## config.mk

```make
export PLATFORM = sky130hd
export DESIGN_NAME = image_mem_responder
export DESIGN_NICKNAME = d
export VERILOG_FILES = /design/src/rtl/image_mem_responder.sv
export SDC_FILE = /design/constraint.sdc
export NUM_CORES = 2
export LEC_CHECK = 0
export CAP_MARGIN = 40
export CORE_UTILIZATION = 64
export DETAILED_ROUTE_END_ITERATION = 8
export PLACE_DENSITY = 0.8
export SKIP_CTS_REPAIR_TIMING = 1
export SYNTH_ARGS = -nofsm -noshare
export SYNTH_HDL_FRONTEND = slang
export SYNTH_SLANG_ARGS = --single-unit
export TNS_END_PERCENT = 50
```

## constraint.sdc

```tcl
create_clock -name clk -period 3.39 [get_ports clk]
set_input_delay 0.339 -clock clk [delete_from_list [all_inputs] [get_ports clk]]
set_output_delay 0.339 -clock clk [all_outputs]
set_load 0.03 [all_outputs]
```

## src/rtl/image_mem_responder.sv

```systemverilog
// image_mem_responder
// Memory-side responder for the pixel read/write command interface. Holds a
// DEPTH x DATA_W pixel store and serves one READ or WRITE at a time. Busy
// stays high for a fixed latency. The command then completes with a
// one-cycle done pulse.
//
// Ports
//   clk            system clock, rising edge
//   n_rst          asynchronous reset, active-high
//   instruction    00 NOP, 01 READ, 10 WRITE, 11 reserved (cmd_err)
//   addr_r         read address, sampled on accept
//   addr_w/data_w  write address/data, sampled on accept
//   init_we/addr/data  side-band preload port, usable in any state
//   busy           command in flight, new commands ignored
//   data_r         read data, held until the next read completes
//   read_data_done one-cycle pulse, data_r valid
//   write_done     one-cycle pulse, write committed
//   cmd_err        one-cycle pulse on reserved instruction
//
// state   | meaning
// IDLE    | waiting for a command, busy low
// RD_WAIT | read accepted, counting down RD_LAT
// WR_WAIT | write accepted, counting down WR_LAT

module image_mem_responder #(
    parameter int ADDR_W = 8,
    parameter int DATA_W = 8,
    parameter int RD_LAT = 2,
    parameter int WR_LAT = 1
) (
    input  logic              clk,
    input  logic              n_rst,
    input  logic [1:0]        instruction,
    input  logic [ADDR_W-1:0] addr_r,
    input  logic [ADDR_W-1:0] addr_w,
    input  logic [DATA_W-1:0] data_w,
    input  logic              init_we,
    input  logic [ADDR_W-1:0] init_addr,
    input  logic [DATA_W-1:0] init_data,
    output logic              busy,
    output logic [DATA_W-1:0] data_r,
    output logic              read_data_done,
    output logic              write_done,
    output logic              cmd_err
);

    localparam int DEPTH = 2**ADDR_W;
    localparam logic [3:0] RD_CNT0 = 4'(RD_LAT - 1);
    localparam logic [3:0] WR_CNT0 = 4'(WR_LAT - 1);

    typedef enum logic [1:0] {
        IDLE    = 2'd0,
        RD_WAIT = 2'd1,
        WR_WAIT = 2'd2
    } state_t;

    state_t            r_state;
    state_t            w_state_nxt;
    logic [3:0]        r_cnt;
    logic [3:0]        w_cnt_nxt;
    logic [ADDR_W-1:0] r_rd_addr;
    logic [ADDR_W-1:0] r_wr_addr;
    logic [DATA_W-1:0] r_wr_data;
    logic [DATA_W-1:0] r_mem [DEPTH];

    logic w_rd_accept;
    logic w_wr_accept;
    logic w_rd_commit;
    logic w_wr_commit;
    logic w_cmd_err_nxt;

    always_comb begin
        w_state_nxt   = r_state;
        w_cnt_nxt     = r_cnt;
        w_rd_accept   = 1'b0;
        w_wr_accept   = 1'b0;
        w_rd_commit   = 1'b0;
        w_wr_commit   = 1'b0;
        w_cmd_err_nxt = 1'b0;
        case (r_state)
            IDLE: begin
                case (instruction)
                    2'b01: begin
                        w_rd_accept = 1'b1;
                        w_cnt_nxt   = RD_CNT0;
                        w_state_nxt = RD_WAIT;
                    end
                    2'b10: begin
                        w_wr_accept = 1'b1;
                        w_cnt_nxt   = WR_CNT0;
                        w_state_nxt = WR_WAIT;
                    end
                    2'b11:   w_cmd_err_nxt = 1'b1;
                    default: ;
                endcase
            end
            RD_WAIT: begin
                if (r_cnt != 4'd0) begin
                    w_cnt_nxt = r_cnt - 4'd1;
                end else begin
                    w_rd_commit = 1'b1;
                    w_state_nxt = IDLE;
                end
            end
            WR_WAIT: begin
                if (r_cnt != 4'd0) begin
                    w_cnt_nxt = r_cnt - 4'd1;
                end else begin
                    w_wr_commit = 1'b1;
                    w_state_nxt = IDLE;
                end
            end
            default: w_state_nxt = IDLE;
        endcase
    end

    // Busy drops in the done cycle so a new command can be taken at the
    // very next edge.
    assign busy = (r_state != IDLE);

    always_ff @(posedge clk or posedge n_rst) begin
        if (n_rst) begin
            r_state        <= IDLE;
            r_cnt          <= 4'd0;
            r_rd_addr      <= '0;
            r_wr_addr      <= '0;
            r_wr_data      <= '0;
            data_r         <= '0;
            read_data_done <= 1'b0;
            write_done     <= 1'b0;
            cmd_err        <= 1'b0;
        end else begin
            r_state <= w_state_nxt;
            r_cnt   <= w_cnt_nxt;
            if (w_rd_accept) begin
                r_rd_addr <= addr_r;
            end
            if (w_wr_accept) begin
                r_wr_addr <= addr_w;
                r_wr_data <= data_w;
            end
            // Samples the pre-edge array, so a same-edge preload is not seen.
            if (w_rd_commit) begin
                data_r <= r_mem[r_rd_addr];
            end
            read_data_done <= w_rd_commit;
            write_done     <= w_wr_commit;
            cmd_err        <= w_cmd_err_nxt;
        end
    end

    // Array has no reset. The command write comes last so it wins a
    // same-address collision with the preload port. A reset forces IDLE,
    // which drops any uncommitted write.
    always_ff @(posedge clk) begin
        if (init_we) begin
            r_mem[init_addr] <= init_data;
        end
        if (w_wr_commit) begin
            r_mem[r_wr_addr] <= r_wr_data;
        end
    end

endmodule

```

### After elaboration in Yosys (flattened, before gate mapping)

Memory sizes are Yosys's and may differ from the RTL's. A register that Yosys moved wholly into a read port is not among the register bits.
Cells that the tools add are included.

* register bits after elaboration: 33
* memory bits (writable): 2048
* output and inout bits: 12
* memories kept: 1
* input bits: 45

* reductions and logical operators: 7
* mux-type cells: 19
* add/sub/neg operators: 1
* equal/unequal tests: 8

Memories
* r_mem: words 256, width 8, rd ports 1, clocked after memory_dff 1, wr ports 2, line 64 `logic [DATA_W-1:0] r_mem [DEPTH];`

Operator list (count)
* $pmux W4 S2: 2
* $mux W1: 13
* $pmux W2 S2: 2
* $eq A2 B2 Y1 const B: 3
* $eq A2 B1 Y1 const B: 2
* $mux W4: 1
* $reduce_bool A2 Y1: 2
* $reduce_bool A4 Y1: 1
* $sub A4 B1 Y4 const B: 1
* $ne A3 B1 Y1 const B: 1
* $reduce_and A3 Y1: 1
* $logic_not A2 Y1: 1
* $mux W2: 1
* $ne A2 B1 Y1 const B: 1
* $ne A2 B2 Y1 const B: 1
* $reduce_and A2 Y1: 1
* $reduce_or A2 Y1: 1

### Logic depth before layout (Yosys ltp)

* word-level depth: 5
* depth in mapped cells: 13

### Worst setup path before layout

No wires, ideal clock.

* path kind: reg2reg
* start: register r_cnt[0]
* end: memory r_mem[111][0] (enable)
* data arrival time: 2.424 ns
* setup time: 0.376 ns
* period minus slack after synthesis: 2.800 ns
* path slack: 0.590 ns
* required time: 3.014 ns
* cell stages (with the launch flop): 12
* cells stage by stage: dfrtp_1 -> inv_1 -> ha_1 -> nor3b_2 -> nand2_1 -> inv_1 -> and3_1 -> clkbuf_1 -> nand3_1 -> buf_2 -> clkbuf_1 -> o22ai_1

RTL lines
* start, declared: line 59 `logic [3:0] r_cnt;`
* start signal, assigned: line 134 `r_cnt <= w_cnt_nxt;`
* end, declared: line 64

==> flow_summary.html <==
<table>
<tr><th>Metric</th><th>Value</th></tr>
<tr><th colspan="2">Timing</th></tr>
<tr><td>Maximum clock frequency</td><td>0.2812 GHz</td></tr>
<tr><td>Unrepaired setup endpoints after global routing</td><td>true</td></tr>
<tr><td>Tmin final</td><td>3.556 ns</td></tr>
<tr><td>Final count of negative-setup-slack endpoints</td><td>8</td></tr>
<tr><td>Final slew viol count</td><td>0</td></tr>
<tr><td>Final WS setup</td><td>-0.1657 ns</td></tr>
<tr><td>Final hold viol count</td><td>0</td></tr>
<tr><td>Worst relative slew slack</td><td>0.1544</td></tr>
<tr><td>Total negative slack</td><td>-0.7664 ns</td></tr>
<tr><td>Worst-margin pin slew</td><td>1.268 ns</td></tr>
<tr><td>Share of the clock period used by the worst path after layout</td><td>1.049</td></tr>
<tr><td>Setup skew after layout</td><td>0.04061 ns</td></tr>
<tr><th colspan="2">Drt</th></tr>
<tr><td>DRC violation total after the first TritonRoute iteration</td><td>11832</td></tr>
<tr><td>Vias after detailed routing</td><td>71777</td></tr>
<tr><td>Vias per cell</td><td>7.483</td></tr>
<tr><td>Final routed DRC violation total</td><td>0</td></tr>
<tr><td>Total wire length after detailed routing</td><td>357.4 mm</td></tr>
<tr><td>Wirelength per Cell</td><td>37.26 um</td></tr>
<tr><td>Number of nets with antenna violations after detailed routing</td><td>0</td></tr>
<tr><td>Length of the first detailed-routing pass in iterations</td><td>6</td></tr>
<tr><th colspan="2">Die</th></tr>
<tr><td>Number of cell rows</td><td>151</td></tr>
<tr><td>Die Y-Extent</td><td>414.5 um</td></tr>
<tr><td>Die footprint</td><td>0.1718 sq mm</td></tr>
<tr><td>Horizontal die dimension</td><td>414.5 um</td></tr>
<tr><td>I/O pin count</td><td>57</td></tr>
<tr><td>Initial cell density of the core</td><td>0.6439</td></tr>
<tr><td>Placeable core area</td><td>0.1691 sq mm</td></tr>
<tr><th colspan="2">Yosys</th></tr>
<tr><td>Most used DFF post-synth</td><td>edfxtp_1</td></tr>
<tr><td>Syn_nets</td><td>6949</td></tr>
<tr><td>Cell taking the most area after synthesis</td><td>edfxtp_1</td></tr>
<tr><td>Cell variety after synth</td><td>72</td></tr>
<tr><td>Syn Std Cell Area</td><td>0.1089 sq mm</td></tr>
<tr><td>#FFs+latches synth</td><td>2089</td></tr>
<tr><td>Per-instance average area after synthesis</td><td>15.79 sq um</td></tr>
<tr><td>Number of flops mapped to enable cells by yosys</td><td>2048</td></tr>
<tr><td>Total number of yosys warnings</td><td>0</td></tr>
<tr><td>Cells after Synth</td><td>6897</td></tr>
<tr><td>Portion of the post-synthesis area used by sequential elements</td><td>0.5742</td></tr>
<tr><td>Ys async rst share</td><td>0.01963</td></tr>
<tr><td>Area share of the largest cell type after synthesis</td><td>0.5648</td></tr>
<tr><td>Leading cell types by total area after synthesis</td><td>edfxtp_1, mux2_2, mux4_2</td></tr>
<tr><th colspan="2">Critical path</th></tr>
<tr><td>Slowest cell on the critical path</td><td>dfrtp_1</td></tr>
<tr><td>Critical setup path kind</td><td>flop to flop</td></tr>
<tr><td>CP Max Fanout</td><td>10</td></tr>
<tr><td>Worst path arrival time</td><td>4.38 ns</td></tr>
<tr><td>Worst reg2reg startpoint</td><td>r_rd_addr[6]</td></tr>
<tr><td>Critical path startpoint category</td><td>flop</td></tr>
<tr><td>Endpoint type of the worst setup path</td><td>flop</td></tr>
<tr><td>Worst-path cell chain</td><td>buf_4 -&gt; nand2b_1 -&gt; nor3_1 -&gt; buf_4 -&gt; a32oi_1 -&gt; nand3_1 -&gt; a2111oi_2 -&gt; buf_4 -&gt; a211o_1</td></tr>
<tr><td>Required time of the worst setup path</td><td>4.21 ns</td></tr>
<tr><td>Setup crit start</td><td>r_rd_addr[6]</td></tr>
<tr><td>CP peak stage delay</td><td>0.73 ns</td></tr>
<tr><td>Cell occurring most often along the worst timing path</td><td>buf_4</td></tr>
<tr><th colspan="2">Placement</th></tr>
<tr><td>Placed Area</td><td>0.1153 sq mm</td></tr>
<tr><td>I/O Buffers</td><td>56</td></tr>
<tr><td>Final HPWL DP</td><td>228.9 mm</td></tr>
<tr><td>Last weighted congestion value of the routability-driven placer</td><td>1.026</td></tr>
<tr><td>Number of cells in the design after placement</td><td>9163</td></tr>
<tr><th colspan="2">Power and ir drop</th></tr>
<tr><td>Reported leakage power</td><td>40.95 nW</td></tr>
<tr><td>Power density of the placed cells</td><td>693.1 mW/mm^2</td></tr>
<tr><td>Worst voltage drop across the vdd grid</td><td>0.0007499 V</td></tr>
<tr><th colspan="2">Final layout</th></tr>
<tr><td>Synthesis-to-layout area growth</td><td>12.57%</td></tr>
<tr><td>Post-route standard cell area excluding fillers</td><td>0.1226 sq mm</td></tr>
<tr><td>Final net count</td><td>7218</td></tr>
<tr><td>Share of final-layout standard cells stronger than drive strength 1</td><td>0.4935</td></tr>
<tr><td>Final standard cell count with taps included and fillers excluded</td><td>9592</td></tr>
<tr><th colspan="2">Clocking</th></tr>
<tr><td>Clock transition at the register clock pins on the worst setup and hold paths after CTS</td><td>0.06 ns</td></tr>
<tr><td>Insertion delay of the later-clocked pin in the worst-skew pair</td><td>0.89 ns</td></tr>
<tr><td>Clock tree buffer depth</td><td>3</td></tr>
<tr><td>Root cell of the clock tree</td><td>clkbuf_16</td></tr>
<tr><td>Number of sinks on the clock net</td><td>2089</td></tr>
<tr><td>TritonCTS clock tree</td><td>done</td></tr>
<tr><td>Number of buffers created by CTS</td><td>211</td></tr>
<tr><td>Total number of H-tree levels</td><td>4</td></tr>
<tr><th colspan="2">GRT</th></tr>
<tr><td>Initial antenna violation count</td><td>18</td></tr>
<tr><td>Via count of the first global-routing pass</td><td>69445</td></tr>
<tr><td>Largest net degree at the start of global routing</td><td>132</td></tr>
<tr><td>Wire length of the first global-routing pass</td><td>506.1 mm</td></tr>
<tr><td>GRT Util Overall</td><td>0.4111</td></tr>
<tr><td>Global route overflow</td><td>0</td></tr>
<tr><th colspan="2">Flow run</th></tr>
<tr><td>Max_cap viols</td><td>0</td></tr>
<tr><th colspan="2">Outcome</th></tr>
<tr><td>Violated checks</td><td>negative setup slack</td></tr>
<tr><td>Run status</td><td>finished, violations left</td></tr>
<tr><th colspan="2">Min path</th></tr>
<tr><td>Source of the worst hold timing path</td><td>data_w[4]</td></tr>
<tr><td>Worst hold-check path type</td><td>input port to flop</td></tr>
</table>
[report_power, final]
part	internal [W]	switching, W	total, W
clock	0.0136	0.0103	0.0239
sequential	0.0286	0.00151	0.0301
combinational	0.0111	0.0198	0.0309
total	0.0533	0.0316	0.0850
[sequential cells by signal, summed over array words and instances, names as in the netlist]
register,cells
cmd_err,1
data_r,8
r_cnt,4
r_mem,2048
r_rd_addr,8
r_state,2
r_wr_addr,8
r_wr_data,8
read_data_done,1
write_done,1
[worst paths after layout]
path	end	slack, ns	depth (start not counted)
setup / recovery	data_r[7]	-0.17	9
hold / removal	r_wr_data[4]	0.07	2
setup reg to reg	data_r[7]	-0.17	9
hold reg to reg	r_state[0]	0.55	1
max in group asynchronous	r_wr_data[6]	2.27	5
min in group asynchronous	r_cnt[0]	0.31	3
[kinds of logic (layout without fill, tap and decap cells)]
family / Yosys count / in the layout / synth area share
AO/OA/AOI/OAI: 639 / 639 / 0.03767
adder cells (fa/ha/maj): 7 / 7 / 0.0008044
multiplexers: 2747 / 2747 / 0.3244
AND/OR/NAND/NOR: 657 / 657 / 0.02899
other: 0 / 22 / 0
buffers and inverters: 758 / 1213 / 0.03385
flip-flops: 2089 / 2089 / 0.5742
[synthesized netlist by cell type (13+ instances only)]
cell type / count
inv_1: 17
nand2_1: 283
clkbuf_1: 575
nor2_2: 98
nand2_2: 20
buf_1: 17
buf_2: 56
nand3_1: 51
mux4_2: 387
nor4_1: 13
mux2_1: 80
o22ai_1: 192
nor3_1: 34
o21ai_0: 195
edfxtp_1: 2048
o221ai_1: 52
mux4_1: 24
and2_1: 14
nand2b_1: 17
mux2_2: 1995
a211oi_1: 27
dfrtp_1: 41
a21oi_1: 48
buf_8: 21
nand4_1: 16
nor2_1: 70
nor2b_1: 17
buf_4: 24
mux2i_1: 261
buf_6: 28
a22oi_1: 38
a2111oi_0: 18
[cell usage in the layout, fill, tap and decap left out, drive strengths merged, types with 16 or more instances in the layout]
| cell | synthesis | routed |
|---|---|---|
| a2111oi | 19 | 19 |
| a211oi | 27 | 27 |
| a21oi | 48 | 48 |
| a22oi | 38 | 38 |
| buf | 153 | 745 |
| bufinv | 0 | 23 |
| clkbuf | 587 | 277 |
| clkdlybuf4s50 | 0 | 48 |
| clkinv | 0 | 94 |
| dfrtp | 41 | 41 |
| diode | 0 | 22 |
| edfxtp | 2048 | 2048 |
| inv | 18 | 23 |
| mux2 | 2075 | 2075 |
| mux2i | 261 | 261 |
| mux4 | 411 | 411 |
| nand2 | 303 | 303 |
| nand2b | 17 | 17 |
| nand3 | 51 | 51 |
| nand4 | 16 | 16 |
| nor2 | 168 | 168 |
| nor2b | 17 | 17 |
| nor3 | 35 | 35 |
| o21ai | 196 | 196 |
| o221ai | 53 | 53 |
| o22ai | 192 | 192 |
[worst max-delay path, delay by kind of cell (launching register included)]
| kind | cells | cell delay, ns |
|---|---|---|
| compound gates | 3 | 0.84 |
| buf+inv | 3 | 0.77 |
| flops | 1 | 0.73 |
| simple gates | 3 | 1.12 |
[metal layers]
layer,up-vias,GRT usage,wire length (um)
li1,28058,-,-
met1,36375,0.5435,123600
met2,6050,0.5886,154700
met3,1276,0.1311,51470
met4,18,0.2661,27440
met5,-,0,113
[area by class of cell]
class                           count  area, sq um
Multi-Input combinational cell   4050        42890
Fill cell                       10289        46530
Antenna cell                       22        55.05
Clock inverter                    124         1325
Inverter                           18        72.57
Tap cell                         2218         2775
Sequential cell                  2089        62570
Timing Repair Buffer              796         7198
Clock buffer                      275         5683
[through the flow]
| step | hold slack (ns) | util | power (W) | worst slack (ns) |
|---|---|---|---|---|
| after global placement | 0.5009 | 0.6808 | 0.05913 | -0.4393 |
| after floorplan | 0.4896 | - | 0.04729 | 0.5901 |
| after detailed placement | 0.5326 | 0.6819 | 0.05968 | -0.2471 |
| after global routing | 0.05735 | 0.7246 | 0.08588 | -0.02466 |
| after CTS | -0.3179 | 0.7234 | 0.08317 | -0.2735 |
| final | 0.06523 | 0.7248 | 0.08495 | -0.1657 |
No activity file was read; power rests on OpenSTA's default activity.
